### src/rtl/regfile_wr_arbiter.sv
// Two-requester writeback arbiter sharing the register file write port.
// Define REGFILE_ARB_RR_EN for round-robin; default is fixed priority (req0 first).
module regfile_wr_arbiter #(
    parameter int ADDRESS_WIDTH = 5,
    parameter int DATA_WIDTH    = 32,
    parameter int FIFO_DEPTH    = 2
) (
    input  logic                        clk,
    input  logic                        rst,
    input  logic                        flush,
    input  logic                        req0_valid,
    output logic                        req0_ready,
    input  logic [ADDRESS_WIDTH-1:0]    req0_addr,
    input  logic [DATA_WIDTH-1:0]       req0_data,
    input  logic                        req1_valid,
    output logic                        req1_ready,
    input  logic [ADDRESS_WIDTH-1:0]    req1_addr,
    input  logic [DATA_WIDTH-1:0]       req1_data,
    output logic                        we3,
    output logic [ADDRESS_WIDTH-1:0]    ad3,
    output logic [DATA_WIDTH-1:0]       wd3,
    output logic [2**ADDRESS_WIDTH-1:0] busy_mask
);

    localparam int IW   = $clog2(FIFO_DEPTH);
    localparam int PW   = IW + 1;
    localparam int NREG = 2 ** ADDRESS_WIDTH;

    logic [PW-1:0]            wr_q [2];
    logic [PW-1:0]            wr_d [2];
    logic [PW-1:0]            rd_q [2];
    logic [PW-1:0]            rd_d [2];
    logic [PW-1:0]            cnt  [2];
    logic [ADDRESS_WIDTH-1:0] mem_addr [2][FIFO_DEPTH];
    logic [DATA_WIDTH-1:0]    mem_data [2][FIFO_DEPTH];
    logic [ADDRESS_WIDTH-1:0] in_addr [2];
    logic [DATA_WIDTH-1:0]    in_data [2];
    logic [1:0]               in_valid;
    logic [1:0]               empty;
    logic [1:0]               full;
    logic [1:0]               push;
    logic [1:0]               pop;
    logic                     rdy_q;
    logic                     gnt;
    logic                     pop_any;
    logic [ADDRESS_WIDTH-1:0] head_addr;
    logic [DATA_WIDTH-1:0]    head_data;
    logic                     we3_q, we3_d;
    logic [ADDRESS_WIDTH-1:0] ad3_q, ad3_d;
    logic [DATA_WIDTH-1:0]    wd3_q, wd3_d;
    logic [NREG-1:0]          busy_d;
    logic [IW-1:0]            off;

    assign in_valid   = {req1_valid, req0_valid};
    assign in_addr[0] = req0_addr;
    assign in_addr[1] = req1_addr;
    assign in_data[0] = req0_data;
    assign in_data[1] = req1_data;

    always_comb begin
        for (int n = 0; n < 2; n++) begin
            cnt[n]   = wr_q[n] - rd_q[n];
            empty[n] = (wr_q[n] == rd_q[n]);
            full[n]  = (wr_q[n][IW-1:0] == rd_q[n][IW-1:0]) &&
                       (wr_q[n][IW] != rd_q[n][IW]);
            push[n]  = in_valid[n] & rdy_q & ~full[n] & ~flush;
        end
    end

    assign req0_ready = rdy_q & ~full[0];
    assign req1_ready = rdy_q & ~full[1];

`ifdef REGFILE_ARB_RR_EN
    // rr_q names the requester preferred on the next contested cycle
    logic rr_q;

    always_comb begin
        gnt = empty[0];
        if (!empty[0] && !empty[1])
            gnt = rr_q;
    end

    always_ff @(posedge clk or posedge rst) begin
        if (rst)
            rr_q <= 1'b0;
        else if (pop_any)
            rr_q <= ~gnt;
    end
`else
    assign gnt = empty[0];
`endif

    assign pop_any   = ~flush & ~(&empty);
    assign pop       = pop_any ? (gnt ? 2'b10 : 2'b01) : 2'b00;
    assign head_addr = mem_addr[gnt][rd_q[gnt][IW-1:0]];
    assign head_data = mem_data[gnt][rd_q[gnt][IW-1:0]];

    always_comb begin
        for (int n = 0; n < 2; n++) begin
            wr_d[n] = wr_q[n];
            rd_d[n] = rd_q[n];
            if (push[n])
                wr_d[n] = wr_q[n] + PW'(1);
            if (pop[n])
                rd_d[n] = rd_q[n] + PW'(1);
            if (flush) begin
                wr_d[n] = '0;
                rd_d[n] = '0;
            end
        end
        we3_d = pop_any && (head_addr != '0);
        ad3_d = ad3_q;
        wd3_d = wd3_q;
        if (pop_any) begin
            ad3_d = head_addr;
            wd3_d = head_data;
        end
    end

    always_ff @(posedge clk or posedge rst) begin
        if (rst) begin
            for (int n = 0; n < 2; n++) begin
                wr_q[n] <= '0;
                rd_q[n] <= '0;
            end
            rdy_q <= 1'b0;
            we3_q <= 1'b0;
            ad3_q <= '0;
            wd3_q <= '0;
        end else begin
            for (int n = 0; n < 2; n++) begin
                wr_q[n] <= wr_d[n];
                rd_q[n] <= rd_d[n];
            end
            rdy_q <= 1'b1;
            we3_q <= we3_d;
            ad3_q <= ad3_d;
            wd3_q <= wd3_d;
        end
    end

    always_ff @(posedge clk) begin
        for (int n = 0; n < 2; n++) begin
            if (push[n]) begin
                mem_addr[n][wr_q[n][IW-1:0]] <= in_addr[n];
                mem_data[n][wr_q[n][IW-1:0]] <= in_data[n];
            end
        end
    end

    // Slot i is live when its distance from the read pointer is below the fill count
    always_comb begin
        busy_d = '0;
        off    = '0;
        for (int n = 0; n < 2; n++) begin
            for (int i = 0; i < FIFO_DEPTH; i++) begin
                off = IW'(i) - rd_q[n][IW-1:0];
                if (PW'(off) < cnt[n])
                    busy_d[mem_addr[n][i]] = 1'b1;
            end
        end
        if (we3_q)
            busy_d[ad3_q] = 1'b1;
        busy_d[0] = 1'b0;
    end

    assign we3       = we3_q;
    assign ad3       = ad3_q;
    assign wd3       = wd3_q;
    assign busy_mask = busy_d;

endmodule

### config.mk
export PLATFORM = sky130hd
export DESIGN_NAME = regfile_wr_arbiter
export DESIGN_NICKNAME = d
export VERILOG_FILES = /design/src/rtl/regfile_wr_arbiter.sv
export SDC_FILE = /design/constraint.sdc
export NUM_CORES = 1
export LEC_CHECK = 0
export BUFFER_PORTS_ARGS = -buffer_cell sky130_fd_sc_hd__buf_2
export CORE_ASPECT_RATIO = 0.7
export CORE_MARGIN = 2
export CORE_UTILIZATION = 45
export CTS_CLUSTER_SIZE = 24
export DETAILED_ROUTE_END_ITERATION = 10
export PLACE_DENSITY = 0.77
export SYNTH_ARGS = -nofsm -noshare
export SYNTH_HDL_FRONTEND = slang
export SYNTH_SLANG_ARGS = --single-unit
### constraint.sdc
create_clock -name clk -period 5.4 [get_ports clk]
set_input_delay 0.81 -clock clk [delete_from_list [all_inputs] [get_ports clk]]
set_output_delay 0.81 -clock clk [all_outputs]
set_load 0.01 [all_outputs]
# == After elaboration in Yosys (flattened, before gate mapping) ==
# Memory sizes are Yosys's and may differ from the RTL's.
# Cells that the tools add are included.
# totals
reg_bits,47
ram_bits,148
input_bits,79
out_inout_bits,72
wordCells,131
mem_count,2
# op_classes
add_sub_neg,10
n_lt_le_gt_ge,20
n_eq_ne,6
n_mux,48
n_bitwise,21
n_reduce_logical,16
# mem_list
memory,depth,word_bits,read_ports,rd_clocked_by_memory_dff,wr,line,text
mem_data,2,64,1,0,2,35,logic [DATA_WIDTH-1:0] mem_data [2][FIFO_DEPTH];
mem_addr,2,10,3,0,2,34,logic [ADDRESS_WIDTH-1:0] mem_addr [2][FIFO_DEPTH];
# op_table
cell,count
$mux 32,10
$mux 64,2
$or 32x32->32,4
$demux 32 s1,2
$lt 5x6->1 const B,5
$demux 1 s5,5
$ge 5x1->1 const B,5
$mux 5,5
$mux 10,2
$mux 2,10
$demux 5 s1,2
$logic_and 1x1->1,10
$mux 1,10
$and 1x1->1,9
$add 2x1->2 const B,4
$ge 2x2->1 const B,4
$lt 1x2->1,4
$not 1->2,4
$reduce_bool 2->1,4
$reduce_bool 5->1,1
$eq 2x2->1,2
$lt 2x1->1 const B,2
$not 1->1,4
$sub 1x1->1 const A,4
other kinds (4),7

# == Logic depth before layout (Yosys ltp) ==
# Gate-level depths: netlist (run 1).
# An unclocked memory read counts as a cell.
# depth
ltp_word,14
ltp_mapped,8
depth_no_buf,8

# == Worst setup path after synthesis (run 1) ==
# OpenSTA, ideal clock, no wires.
# synth_timing
path_type,register to register
from,register wr_q[2] in the netlist's numbering
to,"memory mem_addr[0][0] in the netlist's numbering, enable pin"
setup_ps,477
arrival_time_ps,3753
required_time_ps,4923
path_slack_ps,1170
stages_incl_launch_ff,7
path_buffers,1
synth_period_minus_slack_ps,4230
path_cell_list,dfrtp_1 inv_1 ha_1 clkbuf_1 inv_1 o211ai_1 nor3_1
# synth_rtl
item,line,text
"start, declared",29,logic [PW-1:0] wr_q [2];
"start signal, assigned by index",132,wr_q[n] <= wr_d[n];
"end, declared",34,

# == Final worst setup path (run 1) ==
# layout_timing
from,register rd_q[2] in the netlist's numbering
to,output port busy_mask[29]
# layout_between
elab_chain_len,11
elab_cells_between_ends,14
classes_between,add/sub: 3; order compare: 2; mux: 5; bitwise: 4
# layout_rtl
item,line,text
"start, declared",31,logic [PW-1:0] rd_q [2];
"start signal, assigned by index",133,rd_q[n] <= rd_d[n];
$sub 2x2->2 / $sub 1x1->1 (equally long branches),"62, 157",
$lt 1x2->1,158,if (PW'(off) < cnt[n])
$mux 32,158,
$or 32x32->32 (no line),n/a,
$mux 32 (*),158,
$or 32x32->32 (no line),n/a,
$mux 32 (*),158,
$or 32x32->32 (no line),n/a,
$mux 32 (*),158,
$or 32x32->32 (no line),n/a,
$mux 32 (*),162,if (we3_q)
"end, declared",22,output logic [2**ADDRESS_WIDTH-1:0] busy_mask
# Every way passes the cells marked *; elsewhere a longest branch is shown, timed or not.

==> results of run 1 <==
-- power by group through the flow --
| stage | sequential, mW | clock [mW] | combinational (mW) |
|---|---|---|---|
| 5_1_grt | 2.09 | 1.34 | 1.83 |
| 2_1_floorplan | 2.03 | 0 | 1.14 |
| 4_1_cts | 2.06 | 1.27 | 1.66 |
| 6_report | 2.07 | 1.25 | 1.65 |
| 3_3_place_gp | 2.09 | 0 | 1.62 |
| 3_5_place_dp | 2.09 | 0 | 1.66 |
-- area by class of cell --
type | count | area, um^2
inverters | 13 | 48.8
diodes | 3 | 7.51
fillers | 1670 | 9140
flip-flops and latches | 195 | 5620
multi-input cells | 488 | 3140
clock buffers | 17 | 425
repair buffers | 161 | 848
well taps | 270 | 338
clock inverters | 15 | 181
-- final timing paths --
path | startpoint | to
max | rd_q[2]$_DFFE_PP0P_ | busy_mask[29]
max in group asynchronous | rst | rd_q[0]$_DFFE_PP0P_
min reg2reg | wd3[7]$_DFFE_PP0P_ | wd3[7]$_DFFE_PP0P_
max reg2reg | rd_q[2]$_DFFE_PP0P_ | mem_addr[0][1]$_DFFE_PP_
min | wd3[7]$_DFFE_PP0P_ | wd3[7]$_DFFE_PP0P_
min in group asynchronous | rst | wd3[23]$_DFFE_PP0P_
-- through the flow --
stage               power, mW  worst slack, ns  instance area (um^2)  utilization  hold WS [ns]
floorplan                3.17             1.17                  9030            -         0.514
finish                   4.97             1.71                 10600        0.537         0.476
global placement         3.71             2.23                 10000        0.506         0.459
global route             5.25             1.57                 10600        0.537         0.502
CTS                      4.99             1.69                 10600        0.537         0.480
detailed placement       3.74             2.20                 10000        0.506         0.462
-- cells in the final DEF (no fill, tap or decap), types with 3 or more instances in the layout --
master,Yosys,routed
nor3_1,17,13
a211oi_1,64,64
nand2_1,58,58
o31ai_1,26,26
nor4_1,9,9
diode_2,0,3
or2_2,4,4
o211ai_1,3,3
nor3_2,0,4
or3b_2,4,4
mux2i_1,5,5
mux2_2,4,4
or3_1,8,8
nor2b_1,64,64
clkinv_8,0,5
o22ai_1,20,20
nand3b_1,19,19
nor2_1,39,39
clkbuf_16,0,17
ha_1,6,6
inv_6,0,3
buf_4,1,11
nor3b_1,20,20
a21oi_1,11,11
buf_2,13,149
nand3_1,24,24
a221oi_1,3,3
or4_1,3,3
dfrtp_1,47,45
edfxtp_1,148,148
inv_8,0,3
inv_1,12,11
xnor2_1,5,5
a22oi_1,27,27
o21ai_0,12,12
o221ai_1,8,8
o31ai_2,6,6
-- state kept, by name, indices dropped and copies added, names as in the netlist --
name and cells:
wr_q 4, mem_data 128, we3 1, ad3 5, rd_q 4, wd3 32
mem_addr 20, rdy_q 1
-- per-layer routing --
layer	vias up	GRT usage
met1	3352	0.334
met3	46	0.0669
met4	4	0.0715
li1	3124	-
met2	358	0.332
met5	-	0
-- critical path, cell delays in order (launching register included) --
cell,delay (ns)
dfrtp_2,0.76
ha_1,0.26
inv_1,0.05
ha_1,0.30
or2_2,0.31
nand3b_1,0.20
o22ai_1,0.10
or3_1,0.33
buf_2,0.15
-- kinds of logic (layout without fill, tap and decap cells) --
group / count (synthesis) / count (layout)
AO/OA/AOI/OAI: 186 / 186
XOR/XNOR: 7 / 7
adder cells (fa/ha/maj): 6 / 6
buffers and inverters: 70 / 206
flip-flops: 195 / 195
multiplexers: 9 / 9
other: 2 / 5
AND/OR/NAND/NOR: 278 / 278
==> impl_metrics.env, run 1 <==
export IMPL_top_layer_used="met5"
export IMPL_start_util=0.458
export IMPL_status="complete, no violations"
export IMPL_switching_share=0.385
export IMPL_finalSetupViolCount=0
export IMPL_dieArea_mm2=0.0212
export IMPL_die_h_um=123
export IMPL_instances_no_fill=1162
export IMPL_synth_top_family_by_area="simple AND/OR/NAND/NOR gates"
export IMPL_synth_commonest_cells="edfxtp_1, a211oi_1, nor2b_1"
export IMPL_firstDrtPassIters=6
export IMPL_cts_tree="built"
export IMPL_vias=6884
export IMPL_nets=961
export IMPL_syn_inst=753
export IMPL_synth_fa_ha_area_frac=0.00831
export IMPL_gp_congestion=0.950
export IMPL_period_needed_ns=3.69
export IMPL_wl_met1_mm=10.7
export IMPL_synth_async_reset_ratio=0.241
export IMPL_period_share=0.684
export IMPL_drv_slew=0
export IMPL_yosys_mux_area_fraction=0.0105
export IMPL_finalHoldViolations=0
export IMPL_die_w_um=173
export IMPL_yosys_cell_count_top_type="edfxtp_1"
export IMPL_power_frac_clock=0.252
export IMPL_synth_xor_area_frac=0.00679
export IMPL_skew_ns=0.0135
export IMPL_std_cell_rows=43
export IMPL_synth_compound_area_frac=0.151
export IMPL_arrival_ns=2.88
export IMPL_seq_power_share=0.416
export IMPL_syn_mean_instance_area_um2=12.0
export IMPL_tns_ns=0
export IMPL_critPathMaxFanout=32
export IMPL_met3_length_mm=2.64
export IMPL_cts_resized=0
export IMPL_routed_via_density=5.92
export IMPL_pwr_share_comb=0.332
export IMPL_drtIter0Drc=740
export IMPL_synthTopCellsByArea="edfxtp_1, dfrtp_1, a211oi_1, nor2b_1, nand2_1"
export IMPL_gr_usage_all_layers=0.229
export IMPL_hp_class="reg2reg"
export IMPL_cp_data_required_time_ns=4.59
export IMPL_power_density_mw_per_mm2=468
export IMPL_cts_sinks=195
export IMPL_rr_worst_depth=5
export IMPL_hold_path_cell_count=2
export IMPL_hpwl_mm=16.1
export IMPL_r2r_slack_ns=2.20
export IMPL_design_core_area_mm2=0.0197
export IMPL_drive_gt1_frac=0.249
export IMPL_grt_first_pass_wirelength_mm=36.8
export IMPL_switchingPower_mw=1.91
export IMPL_postCtsSetupBuffers=0
export IMPL_synth_distinct_cells=47
export IMPL_synth_nets=838
export IMPL_clkLatencyLatePin_ns=0.43
export IMPL_crit_type="reg2out"
export IMPL_peakVddDrop_mv=0.278
export IMPL_synth_area_mm2=0.00903
export IMPL_cp_end_kind="primary output"
export IMPL_synth_edf_count=148
export IMPL_p_leak_nw=3.92
export IMPL_synth_seq_cells=195
export IMPL_cts_hold_buffers=0
export IMPL_h_tree_depth=4
export IMPL_area_delta_synth_final_pct=17.5
export IMPL_cts_root_buffer="clkbuf_16"
export IMPL_wl_per_cell_um=20.6
export IMPL_dr_wl_met2_mm=10.1
export IMPL_cts_inserted_buffers=17
export IMPL_wl_mm=24.0
export IMPL_synthSimpleGateAreaFrac=0.167
export IMPL_numPortBuffers=149
export IMPL_drc=0
export IMPL_grt_max_degree=65
export IMPL_worst_pin_slew_ns=1.16
export IMPL_ant_nets=0
export IMPL_ys_seq_area_frac=0.622
export IMPL_placed_cells=1127
export IMPL_slew_headroom=0.225
export IMPL_cap_violations=0
export IMPL_synth_flop_cell="edfxtp_1"
export IMPL_grt_pass1_vias=6474
export IMPL_synth_area_leader_cell="edfxtp_1"
export IMPL_synth_top_area_share=0.492
export IMPL_ios=151
export IMPL_cts_path_max_buffers=2
export IMPL_fmax_mhz=271
export IMPL_antenna_found_initial=6
export IMPL_p_int_mw=3.06
export IMPL_grt_overflow=0
export IMPL_worst_setup_path_start_kind="flip-flop"
export IMPL_yosys_warnings=0
export IMPL_clk_transition_reported_paths_ns=0.08
export IMPL_rsz0062_at_grt="false"
No activity file was read; power rests on OpenSTA's default activity.
==> run 2, diff against run 1 <==
Settings changed: PLACE_DENSITY 0.77 to 0.8.
Clock period 5.4 ns to 3 ns, I/O delays scaled along.
==> impl_metrics.env, run 2 (synthesis gave the netlist of run 1 again) <==
export IMPL_met3_length_mm=2.73
export IMPL_routed_via_density=5.87
export IMPL_hpwl_mm=17.2
export IMPL_period_share=0.967
export IMPL_place_ws_ns=0.380
export IMPL_worst_setup_path_start_kind="flip-flop"
export IMPL_p_leak_nw=4.01
export IMPL_dr_wl_met2_mm=11.0
export IMPL_cap_violations=0
export IMPL_crit_cells=9
export IMPL_cp_end_kind="primary output"
export IMPL_wl_met1_mm=11.2
export IMPL_path_common_cell="inv_1"
export IMPL_skew_ns=0.0183
export IMPL_nets=977
export IMPL_setup_ws_ns=0.0986
export IMPL_largest_reg_flops=128
export IMPL_die_w_um=173
export IMPL_top_layer_used="met5"
export IMPL_firstDrtPassIters=5
export IMPL_drc=0
export IMPL_arrival_ns=2.45
export IMPL_final_common_cell="buf_2"
export IMPL_numPortBuffers=149
export IMPL_grt_first_pass_wirelength_mm=38.4
export IMPL_critPathLaunch="wr_q[0]$_DFFE_PP0P_"
export IMPL_finalSetupViolCount=0
export IMPL_drive_gt1_frac=0.271
export IMPL_max_stage_delay_ns=0.38
export IMPL_design_core_area_mm2=0.0197
export IMPL_ant_nets=0
export IMPL_power_density_mw_per_mm2=844
export IMPL_cts_inserted_buffers=17
export IMPL_wl_per_cell_um=21.6
export IMPL_cp_slowest_cell="dfrtp_1"
export IMPL_gr_usage_all_layers=0.244
export IMPL_fmax_mhz=345
export IMPL_ios=151
export IMPL_status="complete, no violations"
export IMPL_hp_class="in2async"
export IMPL_clk_transition_reported_paths_ns=0.08
export IMPL_fill_cells=1696
export IMPL_path_cells="inv_1 -> ha_1 -> inv_1 -> ha_2 -> nand3b_1 -> o22ai_1 -> nor2_1 -> o221ai_1 -> buf_2"
export IMPL_worst_pin_slew_ns=0.873
export IMPL_r2r_start="rd_q[2]$_DFFE_PP0P_"
export IMPL_grt_overflow=0
export IMPL_crit_type="reg2out"
export IMPL_cts_hold_buffers=0
export IMPL_die_h_um=123
export IMPL_antenna_found_initial=4
export IMPL_final_cell_mix="buf_2, edfxtp_1, nor2b_1, a211oi_1, nand2_1"
export IMPL_cts_path_max_buffers=2
export IMPL_critPathBufInv=3
export IMPL_cts_root_buffer="clkbuf_16"
export IMPL_power_total_mw=9.09
export IMPL_r2r_slack_ns=0.73
export IMPL_rr_worst_depth=5
export IMPL_drtIter0Drc=641
export IMPL_wl_mm=25.4
export IMPL_cpLargestDelayFamily="simple AND/OR/NAND/NOR gates"
export IMPL_grt_pass1_vias=6666
export IMPL_area_delta_synth_final_pct=19.3
export IMPL_grt_max_degree=60
export IMPL_crit_path_end="busy_mask[31]"
export IMPL_dieArea_mm2=0.0212
export IMPL_regArea_mm2=0.00562
export IMPL_cts_tree="built"
export IMPL_peakVddDrop_mv=0.677
export IMPL_cts_sinks=195
export IMPL_std_cell_rows=43
export IMPL_h_tree_depth=4
export IMPL_gp_congestion=0.968
export IMPL_rsz0062_at_grt="false"
export IMPL_r2r_end="mem_data[0][22]$_DFFE_PP_"
export IMPL_period_needed_ns=2.90
export IMPL_vias=6911
export IMPL_clkLatencyLatePin_ns=0.44
export IMPL_critPathMaxFanout=8
export IMPL_drv_slew=0
export IMPL_slew_headroom=0.417
export IMPL_cp_data_required_time_ns=2.55
export IMPL_start_util=0.458
export IMPL_finalHoldViolations=0
export IMPL_multi_input_area_mm2=0.00321
[run 2: changes by cell type in the layout (fill, tap and decap cells not counted), sizes merged]
cell | previous run | this run
buf | 161 | 177
clkinvlp | 2 | 1
inv | 20 | 19
clkbuf | 17 | 18
[run 2: worst min path at each step]
| stage | endpoint | cells after the start |
|---|---|---|
| 4_1_cts | wr_q[0]$_DFFE_PP0P_ | 2 |
| 3_3_place_gp | wd3[3]$_DFFE_PP0P_ | 2 |
| 5_1_grt | wd3[15]$_DFFE_PP0P_ | 2 |
| 2_1_floorplan | wd3[14]$_DFFE_PP0P_ | 2 |
| 3_5_place_dp | wd3[16]$_DFFE_PP0P_ | 2 |
| 6_report | wd3[15]$_DFFE_PP0P_ | 2 |
[run 2: through the flow]
| step | instance area, um^2 | setup TNS [ns] | std cells | hold WS (ns) | util |
|---|---|---|---|---|---|
| floorplan | 9060 | -78.53 | 753 | 0.514 | - |
| detailed placement | 10100 | 0 | 1139 | 0.461 | 0.512 |
| global route | 10800 | 0 | 1174 | 0.0858 | 0.545 |
| CTS | 10700 | 0 | 1171 | 0.0517 | 0.542 |
| global placement | 10100 | 0 | 1139 | 0.456 | 0.512 |
| finish | 10800 | 0 | 1177 | 0.0493 | 0.546 |
[run 2: report_power, final]
part | internal, mW | total, mW | switching [mW] | leakage (nW)
Combinational | 1.22 | 3.25 | 2.03 | 1.81
Sequential | 3.30 | 3.65 | 0.357 | 1.92
Clock | 1.10 | 2.19 | 1.08 | 0.274
[run 2: layout make-up]
type | count | area share
antenna | 3 | 0.000697
clock buffer | 18 | 0.0398
clock inverter | 13 | 0.0130
inverter | 13 | 0.00453
multi-input combinational | 488 | 0.298
sequential | 195 | 0.522
tap | 270 | 0.0314
timing repair buffer | 177 | 0.0910
[run 2: worst register-to-register path: cells and delay by family, from the launching register on]
kind,cells,cell delay [ns]
flops,1,0.44
buf+inv,2,0.38
simple gates,1,0.08
fa+ha+maj,1,0.52
compound gates,1,0.57
[run 2: repair_timing]
item	4_1_cts	5_1_grt
setup buffers	1	3
gates resized for setup	6	8
hold endpoints to repair	0	0
cloned	0	0
setup endpoints to repair	22	30
[run 2: per-layer routing]
| metal | global-route usage | up-vias |
|---|---|---|
| met3 | 0.0892 | 38 |
| met2 | 0.357 | 348 |
| met5 | 0 | - |
| met1 | 0.344 | 3360 |
| li1 | - | 3161 |
| met4 | 0.0646 | 4 |
==> run 3, diff against run 2 <==
Clock period 3 ns to 2.58 ns, I/O delays scaled along.
==> impl_metrics.env, run 3 (synthesis gave the netlist of run 1 again) <==
export IMPL_status="finished with violations"
export IMPL_violations="setup timing"
export IMPL_h_tree_depth=4
export IMPL_min_to="mem_data[1][15]$_DFFE_PP_"
export IMPL_crit_type="reg2out"
export IMPL_finalSetupViolCount=30
export IMPL_grt_pass1_vias=6779
export IMPL_gp_congestion=0.969
export IMPL_r2r_end="mem_data[1][41]$_DFFE_PP_"
export IMPL_critPathMaxFanout=4
export IMPL_worstHoldStart="req1_data[15]"
export IMPL_pwr_share_comb=0.408
export IMPL_worst_setup_path_start_kind="flip-flop"
export IMPL_cts_inserted_buffers=17
export IMPL_post_route_util=0.581
export IMPL_drc=0
export IMPL_final_cell_mix="buf_2, edfxtp_1, nor2b_1, a211oi_1, nand2_1"
export IMPL_drive_gt1_frac=0.352
export IMPL_whs_ns=0.137
export IMPL_firstDrtPassIters=5
export IMPL_finalHoldViolations=0
export IMPL_setup_ws_ns=-0.147
export IMPL_std_cell_rows=43
export IMPL_n_antenna_cell=0
export IMPL_drv_slew=0
export IMPL_r2r_slack_ns=0.04
export IMPL_hp_class="in2reg"
export IMPL_skew_ns=0.0167
export IMPL_cts_tree="built"
export IMPL_met1_usage=0.356
export IMPL_arrival_ns=2.34
export IMPL_seq_power_share=0.372
export IMPL_met3_usage=0.0706
export IMPL_period_needed_ns=2.73
export IMPL_regArea_mm2=0.00562
export IMPL_numPortBuffers=149
export IMPL_area_delta_synth_final_pct=27.0
export IMPL_switching_share=0.384
export IMPL_cts_sinks=195
export IMPL_die_h_um=123
export IMPL_die_w_um=173
export IMPL_switchingPower_mw=4.34
export IMPL_fmax_mhz=367
export IMPL_grt_first_pass_wirelength_mm=38.6
export IMPL_clk_transition_reported_paths_ns=0.08
export IMPL_use_met2=0.351
export IMPL_gr_max_usage_layer="met1"
export IMPL_grt_max_degree=76
export IMPL_multi_input_area_mm2=0.00353
export IMPL_rsz0062_at_grt="true"
export IMPL_cp_data_required_time_ns=2.19
export IMPL_wl_mm=26.7
export IMPL_cp_end_kind="primary output"
export IMPL_cts_path_max_buffers=2
export IMPL_period_share=1.06
export IMPL_power_density_mw_per_mm2=986
export IMPL_power_total_mw=11.3
export IMPL_largest_reg_flops=128
export IMPL_cap_violations=0
export IMPL_hpwl_mm=17.6
export IMPL_antenna_found_initial=1
export IMPL_cts_root_buffer="clkbuf_16"
export IMPL_rr_worst_depth=14
export IMPL_gr_usage_all_layers=0.241
export IMPL_fill_cells=1600
export IMPL_power_frac_clock=0.220
export IMPL_drtIter0Drc=849
export IMPL_dieArea_mm2=0.0212
export IMPL_p_leak_nw=4.28
export IMPL_ant_nets=0
export IMPL_nets=1015
export IMPL_design_core_area_mm2=0.0197
export IMPL_start_util=0.458
export IMPL_ios=151
export IMPL_peakVddDrop_mv=0.480
export IMPL_clkLatencyLatePin_ns=0.43
export IMPL_routed_via_density=5.99
export IMPL_grt_overflow=0
export IMPL_wl_per_cell_um=22.0
export IMPL_hold_path_cell_count=1
export IMPL_slew_headroom=0.425
export IMPL_r2r_start="rd_q[1]$_DFFE_PP0P_"
export IMPL_vias=7271
export IMPL_p_int_mw=6.97
export IMPL_worst_pin_slew_ns=0.863
run 3: changes by cell type in the layout (fill, tap and decap cells not counted), moves of 5 or more:
| cell | previous run | this run |
|---|---|---|
| buf_4 | 26 | 51 |
| buf_6 | 0 | 9 |
| a22oi_1 | 27 | 22 |
| a22oi_2 | 0 | 5 |
| o22ai_1 | 20 | 15 |
| o31ai_1 | 26 | 21 |
run 3: critical path, cell delays in order, from the launching register on:
cell and delay, ns:
dfrtp_1 0.41, xnor2_2 0.20, buf_6 0.13, ha_4 0.21
or2_4 0.24, nand3b_1 0.17, o22ai_1 0.09, or3_1 0.32
buf_2 0.15
run 3: per-stage QoR:
stage	setup WS (ns)	std cells	cell area (um^2)	setup TNS, ns
floorplan	-0.404	753	9090	-30.77
global placement	0.0669	1154	10300	0
detailed placement	0.0311	1154	10300	0
CTS	-0.132	1202	11100	-1.64
global route	-0.215	1213	11500	-4.48
finish	-0.147	1213	11500	-2.10
run 3: layer usage:
metal | part of all wire | vias to the layer above
met5 | 0.00060 | -
met4 | 0.016 | 2
met3 | 0.11 | 60
met2 | 0.42 | 424
met1 | 0.45 | 3540
li1 | - | 3245
run 3: worst max path at each step:
stage / to / depth (start not counted) / slack, ns / startpoint
final: busy_mask[29] / 8 / -0.15 / wr_q[3]$_DFFE_PP0P_
after detailed placement: busy_mask[29] / 8 / 0.03 / rd_q[1]$_DFFE_PP0P_
after CTS: busy_mask[29] / 8 / -0.13 / rd_q[3]$_DFFE_PP0P_
after floorplan: mem_addr[1][0]$_DFFE_PP_ / 5 / -0.40 / wr_q[0]$_DFFE_PP0P_
after global routing: busy_mask[29] / 8 / -0.22 / wr_q[3]$_DFFE_PP0P_
after global placement: busy_mask[29] / 8 / 0.07 / rd_q[1]$_DFFE_PP0P_
run 3: cell type report:
type                    count  area share
clock buffers              18      0.0374
clock inverters            14      0.0108
inverters                  13     0.00425
multi-input cells         488       0.308
flip-flops and latches    195       0.490
well taps                 270      0.0295
repair buffers            215       0.120
run 3: power groups by stage:
stage	clock network [mW]	registers, mW	logic, mW
after floorplan	0	4.24	2.43
after global placement	0	4.24	3.75
after detailed placement	0	4.26	3.82
after CTS	2.52	4.20	4.13
after global routing	2.66	4.25	4.96
final	2.49	4.21	4.61
run 3: timing repair:
action	4_1_cts	5_1_grt
buffers inserted	16	8
resized for setup	41	40
setup endpoints to repair	31	126
cloned	0	3
endpoints found under the hold margin	16	0
pin swaps	14	14
hold buffers	1	0
